<file path="src/rtl/memory_control_if.sv">
// ---------------------------------------------------------------------------
// memory_control_if
// Bundles every signal exchanged by the memory controller with the caches and
// the RAM. Clock and reset are deliberately kept out of the bundle.
//
// Cache side : iREN/iaddr -> iwait/iload        (instruction read channel)
//              dREN/dWEN/daddr/dstore -> dwait/dload  (data read/write channel)
// RAM side   : ramREN/ramWEN/ramaddr/ramstore -> ramload/ramstate
// Status     : memerr (sticky error flag)
//
// Modports:
//   slave  - the controller's view (consumes requests, drives RAM + waits)
//   master - the environment's view (caches and RAM together)
// ---------------------------------------------------------------------------
interface memory_control_if;
    logic        iREN;
    logic [31:0] iaddr;
    logic        iwait;
    logic [31:0] iload;

    logic        dREN;
    logic        dWEN;
    logic [31:0] daddr;
    logic [31:0] dstore;
    logic        dwait;
    logic [31:0] dload;

    logic        ramREN;
    logic        ramWEN;
    logic [31:0] ramaddr;
    logic [31:0] ramstore;
    logic [31:0] ramload;
    logic [1:0]  ramstate;

    logic        memerr;

    modport slave (
        input  iREN, iaddr, dREN, dWEN, daddr, dstore, ramload, ramstate,
        output iwait, iload, dwait, dload, ramREN, ramWEN, ramaddr, ramstore,
               memerr
    );

    modport master (
        output iREN, iaddr, dREN, dWEN, daddr, dstore, ramload, ramstate,
        input  iwait, iload, dwait, dload, ramREN, ramWEN, ramaddr, ramstore,
               memerr
    );
endinterface

</file>
<file path="src/rtl/memory_control.sv">
// ---------------------------------------------------------------------------
// memory_control
// Arbitrates one shared RAM between an instruction cache and a data cache.
// Data writes beat data reads beat instruction reads, except that an
// instruction read that has been passed over STARVE_MAX times in a row wins
// the next grant. Each transaction latches its address/store data, drives the
// RAM until it reports ACCESS or ERROR (or the watchdog expires), pulses the
// requester's wait low for that one completing cycle, then returns to IDLE.
//
// Ports:
//   CLK   - system clock, rising edge
//   nRST  - asynchronous active-low reset
//   bus   - memory_control_if.slave (cache request/response + RAM bus +
//           sticky memerr)
// Parameters:
//   TIMEOUT    - non-ACCESS/ERROR serving cycles tolerated before the
//                transaction is forced to complete as an error
//   STARVE_MAX - consecutive data grants tolerated while iREN is pending
// ---------------------------------------------------------------------------
module memory_control #(
    parameter int TIMEOUT    = 16,
    parameter int STARVE_MAX = 4
) (
    input logic              CLK,
    input logic              nRST,
    memory_control_if.slave  bus
);

    localparam logic [1:0] IDLE   = 2'd0;
    localparam logic [1:0] IREAD  = 2'd1;
    localparam logic [1:0] DREAD  = 2'd2;
    localparam logic [1:0] DWRITE = 2'd3;

    localparam logic [1:0] RAM_ACCESS = 2'd2;
    localparam logic [1:0] RAM_ERROR  = 2'd3;

    localparam logic [31:0] ERR_WORD    = 32'hBAD1BAD1;
    localparam logic [15:0] TIMEOUT_LIM = 16'(TIMEOUT);
    localparam logic [15:0] STARVE_LIM  = 16'(STARVE_MAX);

    logic [1:0]  state_q,  state_d;
    logic [31:0] addr_q,   addr_d;
    logic [31:0] store_q,  store_d;
    logic [15:0] wd_q,     wd_d;
    logic [15:0] starve_q, starve_d;
    logic        memerr_q, memerr_d;

    logic        serving;
    logic        req_live;
    logic        timed_out;
    logic        complete;
    logic        err_complete;
    logic [31:0] rdata;

    // Completion decode. A request that drops while being served is an
    // abort: it never completes, so it can neither pulse wait nor flag an
    // error. The watchdog only fires on cycles where the RAM itself has not
    // already answered.
    always_comb begin
        serving  = (state_q != IDLE);
        req_live = 1'b0;
        case (state_q)
            IREAD:   req_live = bus.iREN;
            DREAD:   req_live = bus.dREN;
            DWRITE:  req_live = bus.dWEN;
            default: req_live = 1'b0;
        endcase
        timed_out    = (bus.ramstate != RAM_ACCESS) &&
                       (bus.ramstate != RAM_ERROR) &&
                       (wd_q >= TIMEOUT_LIM);
        complete     = serving && req_live &&
                       ((bus.ramstate == RAM_ACCESS) ||
                        (bus.ramstate == RAM_ERROR) || timed_out);
        err_complete = serving && req_live &&
                       ((bus.ramstate == RAM_ERROR) || timed_out);
        rdata        = err_complete ? ERR_WORD : bus.ramload;
    end

    // Next-state logic: grant arbitration in IDLE, completion/abort while
    // serving. The starvation counter counts data grants that overtook a
    // pending iREN and is wiped the moment iREN goes away.
    always_comb begin
        state_d  = state_q;
        addr_d   = addr_q;
        store_d  = store_q;
        wd_d     = wd_q;
        starve_d = starve_q;
        memerr_d = memerr_q | err_complete;

        case (state_q)
            IDLE: begin
                wd_d = 16'd0;
                if (bus.iREN && (starve_q >= STARVE_LIM)) begin
                    state_d  = IREAD;
                    addr_d   = bus.iaddr;
                    store_d  = 32'd0;
                    starve_d = 16'd0;
                end else if (bus.dWEN) begin
                    state_d  = DWRITE;
                    addr_d   = bus.daddr;
                    store_d  = bus.dstore;
                    starve_d = starve_q + 16'd1;
                end else if (bus.dREN) begin
                    state_d  = DREAD;
                    addr_d   = bus.daddr;
                    store_d  = 32'd0;
                    starve_d = starve_q + 16'd1;
                end else if (bus.iREN) begin
                    state_d  = IREAD;
                    addr_d   = bus.iaddr;
                    store_d  = 32'd0;
                    starve_d = 16'd0;
                end
            end
            default: begin
                if (complete || !req_live) begin
                    state_d = IDLE;
                    wd_d    = 16'd0;
                end else begin
                    wd_d = wd_q + 16'd1;
                end
            end
        endcase

        if (!bus.iREN) begin
            starve_d = 16'd0;
        end
    end

    // State registers; reset drops everything back to IDLE at once, which
    // kills any in-flight transaction without a completion pulse.
    always_ff @(posedge CLK or negedge nRST) begin
        if (!nRST) begin
            state_q  <= IDLE;
            addr_q   <= 32'd0;
            store_q  <= 32'd0;
            wd_q     <= 16'd0;
            starve_q <= 16'd0;
            memerr_q <= 1'b0;
        end else begin
            state_q  <= state_d;
            addr_q   <= addr_d;
            store_q  <= store_d;
            wd_q     <= wd_d;
            starve_q <= starve_d;
            memerr_q <= memerr_d;
        end
    end

    // RAM bus is silent in IDLE; waits/loads are decoded from the single
    // current state, so only one side can ever complete in a given cycle.
    // memerr includes the completing error cycle so it rises with the pulse.
    assign bus.ramREN   = (state_q == IREAD) || (state_q == DREAD);
    assign bus.ramWEN   = (state_q == DWRITE);
    assign bus.ramaddr  = serving ? addr_q  : 32'd0;
    assign bus.ramstore = serving ? store_q : 32'd0;

    assign bus.iwait = !((state_q == IREAD) && complete);
    assign bus.iload = ((state_q == IREAD) && complete) ? rdata : 32'd0;
    assign bus.dwait = !(((state_q == DREAD) || (state_q == DWRITE)) && complete);
    assign bus.dload = ((state_q == DREAD) && complete) ? rdata : 32'd0;

    assign bus.memerr = memerr_q | err_complete;

endmodule

</file>
<file path="src/flat_wrapper.sv">
// flat-port wrapper written by rule: the top's interface ports become plain ports
module memory_control_flat 
#(
    parameter int TIMEOUT    = 16,
    parameter int STARVE_MAX = 4
)
  (CLK, nRST, bus_iREN, bus_iaddr, bus_dREN, bus_dWEN, bus_daddr, bus_dstore, bus_ramload, bus_ramstate, bus_iwait, bus_iload, bus_dwait, bus_dload, bus_ramREN, bus_ramWEN, bus_ramaddr, bus_ramstore, bus_memerr);
  memory_control_if bus_i ();
  input logic CLK;
  input logic nRST;
  input wire logic [$bits(bus_i.iREN)-1:0] bus_iREN;
  input wire logic [$bits(bus_i.iaddr)-1:0] bus_iaddr;
  input wire logic [$bits(bus_i.dREN)-1:0] bus_dREN;
  input wire logic [$bits(bus_i.dWEN)-1:0] bus_dWEN;
  input wire logic [$bits(bus_i.daddr)-1:0] bus_daddr;
  input wire logic [$bits(bus_i.dstore)-1:0] bus_dstore;
  input wire logic [$bits(bus_i.ramload)-1:0] bus_ramload;
  input wire logic [$bits(bus_i.ramstate)-1:0] bus_ramstate;
  output wire logic [$bits(bus_i.iwait)-1:0] bus_iwait;
  output wire logic [$bits(bus_i.iload)-1:0] bus_iload;
  output wire logic [$bits(bus_i.dwait)-1:0] bus_dwait;
  output wire logic [$bits(bus_i.dload)-1:0] bus_dload;
  output wire logic [$bits(bus_i.ramREN)-1:0] bus_ramREN;
  output wire logic [$bits(bus_i.ramWEN)-1:0] bus_ramWEN;
  output wire logic [$bits(bus_i.ramaddr)-1:0] bus_ramaddr;
  output wire logic [$bits(bus_i.ramstore)-1:0] bus_ramstore;
  output wire logic [$bits(bus_i.memerr)-1:0] bus_memerr;
  assign bus_i.iREN = bus_iREN;
  assign bus_i.iaddr = bus_iaddr;
  assign bus_i.dREN = bus_dREN;
  assign bus_i.dWEN = bus_dWEN;
  assign bus_i.daddr = bus_daddr;
  assign bus_i.dstore = bus_dstore;
  assign bus_i.ramload = bus_ramload;
  assign bus_i.ramstate = bus_ramstate;
  assign bus_iwait = bus_i.iwait;
  assign bus_iload = bus_i.iload;
  assign bus_dwait = bus_i.dwait;
  assign bus_dload = bus_i.dload;
  assign bus_ramREN = bus_i.ramREN;
  assign bus_ramWEN = bus_i.ramWEN;
  assign bus_ramaddr = bus_i.ramaddr;
  assign bus_ramstore = bus_i.ramstore;
  assign bus_memerr = bus_i.memerr;
  memory_control #(.TIMEOUT(TIMEOUT), .STARVE_MAX(STARVE_MAX)) u_core (.CLK(CLK), .nRST(nRST), .bus(bus_i));
endmodule
</file>
<file path="config.mk">
export PLATFORM = sky130hd
export DESIGN_NAME = memory_control_flat
export DESIGN_NICKNAME = d
export VERILOG_FILES = /design/src/rtl/memory_control_if.sv /design/src/rtl/memory_control.sv /design/src/flat_wrapper.sv
export SDC_FILE = /design/constraint.sdc
export NUM_CORES = 1
export LEC_CHECK = 0
export CAP_MARGIN = 10
export CORE_MARGIN = 4
export CORE_UTILIZATION = 40
export CTS_CLUSTER_DIAMETER = 30
export DETAILED_ROUTE_END_ITERATION = 6
export PLACE_DENSITY_LB_ADDON = 0.25
export SETUP_SLACK_MARGIN = 0.2
export SYNTH_ARGS = -nofsm -noshare
export SYNTH_HDL_FRONTEND = slang
export SYNTH_SLANG_ARGS = --single-unit
</file>
<file path="constraint.sdc">
create_clock -name CLK -period 3.1 [get_ports CLK]
set_input_delay 0.31 -clock CLK [delete_from_list [all_inputs] [get_ports CLK]]
set_output_delay 0.31 -clock CLK [all_outputs]
set_load 0.01 [all_outputs]
</file>
==> flow_metrics.tcl <==
set metrics [dict create \
    p_clk_share_pct 19.8 \
    path_max_fanout 19 \
    fmax_mhz 342 \
    syn_area_per_cell_um2 9.68 \
    slew_headroom_pct 47.9 \
    rsz0062_at_grt "yes" \
    wl_mm 17.9 \
    antenna_found_initial 0 \
    synth_seq_area_share_pct 49.1 \
    synthAdderAreaFrac_pct 1.98 \
    final_net_count 937 \
    diodes 0 \
    fin_util_pct 69.8 \
    fill_cells 930 \
    dp_hpwl_mm 12.5 \
    drt-initial-drc-count 358 \
    cpPeakStageDelay_ns 0.57 \
    intPower_w 0.00421 \
    cp.required_ns 2.79 \
    core_um2 12200 \
    whs_ns 0.461 \
    crit_family "buffers and inverters" \
    synth_area_um2 5040 \
    num_rows 40 \
    skew_ns 0.00982 \
    syn_inst 521 \
    fin_tns_setup_ns 0 \
    power_frac_comb_pct 51.1 \
    synthMuxAreaShare_pct 0.198 \
    cts_tree "done" \
    power_density_nw_per_um2 768 \
    post-route-period-util_pct 94.3 \
    areaGrowthSynthToFinish_pct 68.3 \
    start_util_pct 41.5 \
    ir_drop_mv 0.481 \
    grt_use_total_pct 24.3 \
    clk_latency_ns 0.35 \
    drc_errors 0 \
    grt_max_degree 74 \
    cts_inserted_buffers 9 \
    place_congestion 0.810 \
    startpoint_type "flip-flop" \
    synth_compound_area_share_pct 23.4 \
    root_buffer "clkbuf_16" \
    die-area_um2 14500 \
    drive_above_1_share_pct 8.14 \
    crit_chain "inv_2 -> ha_2 -> nand2_1 -> a31o_4 -> nor3b_2 -> buf_4 -> o21a_1 -> clkdlybuf4s50_1" \
    clockBufferDepth 2 \
    cap_violations 0 \
    finalSetupViolCount 0 \
    finalHoldViolations 0 \
    worstSetupEndpointType "output port" \
    wire_per_inst_um 18.5 \
    synth_xor_area_share_pct 0.521 \
    critPathSlowestCell "clkdlybuf4s50_1" \
    critPathBufInv 3 \
    min_period_ns 2.92 \
    yosysUniqueCellTypes 40 \
    sw_frac_of_total_pct 35.4 \
    die_y_um 120 \
    critPathKind "flip-flop to output port" \
    cts_max_level 3 \
    worstMarginPinSlew_ns 0.782 \
    drt_first_pass_iters 5 \
    arrival_ns 2.61 \
    sequentialPowerShare_pct 29.1 \
    holdCritPathClass "flip-flop to flip-flop" \
    synth-simple-area-share_pct 20.3 \
    grt-ovfl-total 0 \
    status "complete, no violations" \
    yosys_register_bits 99 \
    switchingPower_w 0.00231 \
    vias_per_cell 5.20 \
    cellLeakagePower_nw 3.82 \
    pin_count 268 \
    yosys_warnings 0 \
    grt_pass1_vias 5390 \
    path_clk_slew_ns 0.06 \
    cts_sinks 99 \
    report.final.slew_viol_count 0 \
    postRouteAntennaNets 0 \
    dr_total_vias 5028 \
    grt_pass1_wl_mm 27.9 \
    dieWidth_um 120 \
    synth_top_family_by_area "compound AO/OA/AOI/OAI gates" \
    portBuffers 267 \
]
## worst register-to-register path: stages (launching register included)
cell	delay (ns)
dfrtp_1	0.37
or4_1	0.60
o41ai_4	0.54
and3_1	0.27
buf_4	0.34
a22o_1	0.23
## layout by cell type (no fill, tap or decap), types with 28 or more instances in the layout
| master | n |
|---|---|
| and2_1 | 28 |
| clkdlybuf4s50_1 | 238 |
| a22o_1 | 32 |
| o21a_1 | 36 |
| a21oi_1 | 34 |
| nor2b_1 | 64 |
| o21ai_0 | 33 |
| dfrtp_1 | 99 |
| nor2_1 | 40 |
| a31oi_1 | 33 |
## routing by layer
layer,wire [µm],vias to the layer above,track usage [%]
met5,0,-,0
met4,350,0,6.94
met3,1380,24,6.69
met2,8930,215,42.5
met1,7240,2430,29.6
li1,-,2359,-
## synthesized netlist by cell type (all sizes together)
library cell   n  area share, %
a31oi         33            4.1
nor3b          4           0.89
or2            3           0.37
a22oi          1           0.15
a31o           1           0.17
a32oi          1           0.17
nand4          2           0.25
conb           1          0.074
nor2          41            3.1
clkbuf        39            2.9
xor2           2           0.35
inv            9           0.67
and3          15            1.9
nor4b          2           0.35
o21a          36            5.4
and4           1           0.17
nor3           2           0.20
o41ai          1           0.55
o22ai          1           0.12
nand3          2           0.20
mux2i          1           0.20
xnor2          1           0.17
dfrtp         99             49
nand2          5           0.37
nor2b         64            7.9
o21ai         34            3.4
o32ai          1           0.17
or4            3           0.52
a22o          32            5.6
nor4           2           0.25
o41a           1           0.22
nand2b         3           0.37
a21oi         35            3.5
buf            7           0.84
and2          28            3.5
ha             8            2.0
## cell families (layout without fill, tap and decap cells)
family | count (synthesis) | after routing
xor+xnor | 3 | 3
other cells | 1 | 11
compound gates | 177 | 177
simple gates | 177 | 177
mux | 1 | 1
fa+ha+maj | 8 | 8
flops | 99 | 99
buf+inv | 55 | 323
## power by group through the flow
stage / clock network [W] / registers [W] / logic [W]
finish: 0.00129 / 0.00190 / 0.00333
global route: 0.00136 / 0.00194 / 0.00359
CTS: 0.00132 / 0.00189 / 0.00336
detailed placement: 0 / 0.00191 / 0.00329
global placement: 0 / 0.00188 / 0.00323
floorplan: 0 / 0.00185 / 0.00170
## per-stage QoR
step / cells / total power [W] / setup WS (ns) / cell area, µm²
3_5_place_dp: 937 / 0.00520 / 0.273 / 7940
2_1_floorplan: 531 / 0.00356 / 0.679 / 5080
5_1_grt: 967 / 0.00689 / 0.0771 / 8490
4_1_cts: 960 / 0.00657 / 0.171 / 8370
6_report: 967 / 0.00652 / 0.177 / 8490
3_3_place_gp: 937 / 0.00512 / 0.310 / 7940
## cell type report
class | instances | area (µm²) | area share (%)
Sequential cell | 99 | 2480 | 29.2
Clock inverter | 4 | 97.6 | 1.15
Inverter | 9 | 33.8 | 0.398
Tap cell | 168 | 210 | 2.48
Timing Repair Buffer | 298 | 2970 | 35.0
Multi-Input combinational cell | 377 | 2450 | 28.9
Clock buffer | 12 | 246 | 2.90
## worst paths after layout
check,from,to,slack (ns),cells past startpoint
worst max-delay path,u_core.state_q[1]$_DFFE_PN0P_,bus_iload[11],0.18,8
worst min-delay path,u_core.memerr_q$_DFF_PN0_,u_core.memerr_q$_DFF_PN0_,0.46,1
worst max register to register,u_core.starve_q[8]$_DFFE_PN0P_,u_core.store_q[22]$_DFFE_PN0P_,0.68,5
worst min register to register,u_core.memerr_q$_DFF_PN0_,u_core.memerr_q$_DFF_PN0_,0.46,1
max in group asynchronous,nRST,u_core.starve_q[2]$_DFFE_PN0P_,1.79,3
min in group asynchronous,nRST,u_core.store_q[10]$_DFFE_PN0P_,0.50,2
## registers in the layout, summed over array words and instances, names as in the netlist
signal	count
u_core.memerr_q	1
u_core.store_q	32
u_core.starve_q	16
u_core.state_q	2
u_core.wd_q	16
u_core.addr_q	32
## repair_timing
action	in CTS	in global routing
buffers inserted	4	6
resized for setup	28	20
pin swaps	0	1
setup endpoints to repair	65	57
endpoints found under the hold margin	44	0
hold buffers	1	0
gates cloned	2	0
Power figures use the tool's default switching activity.
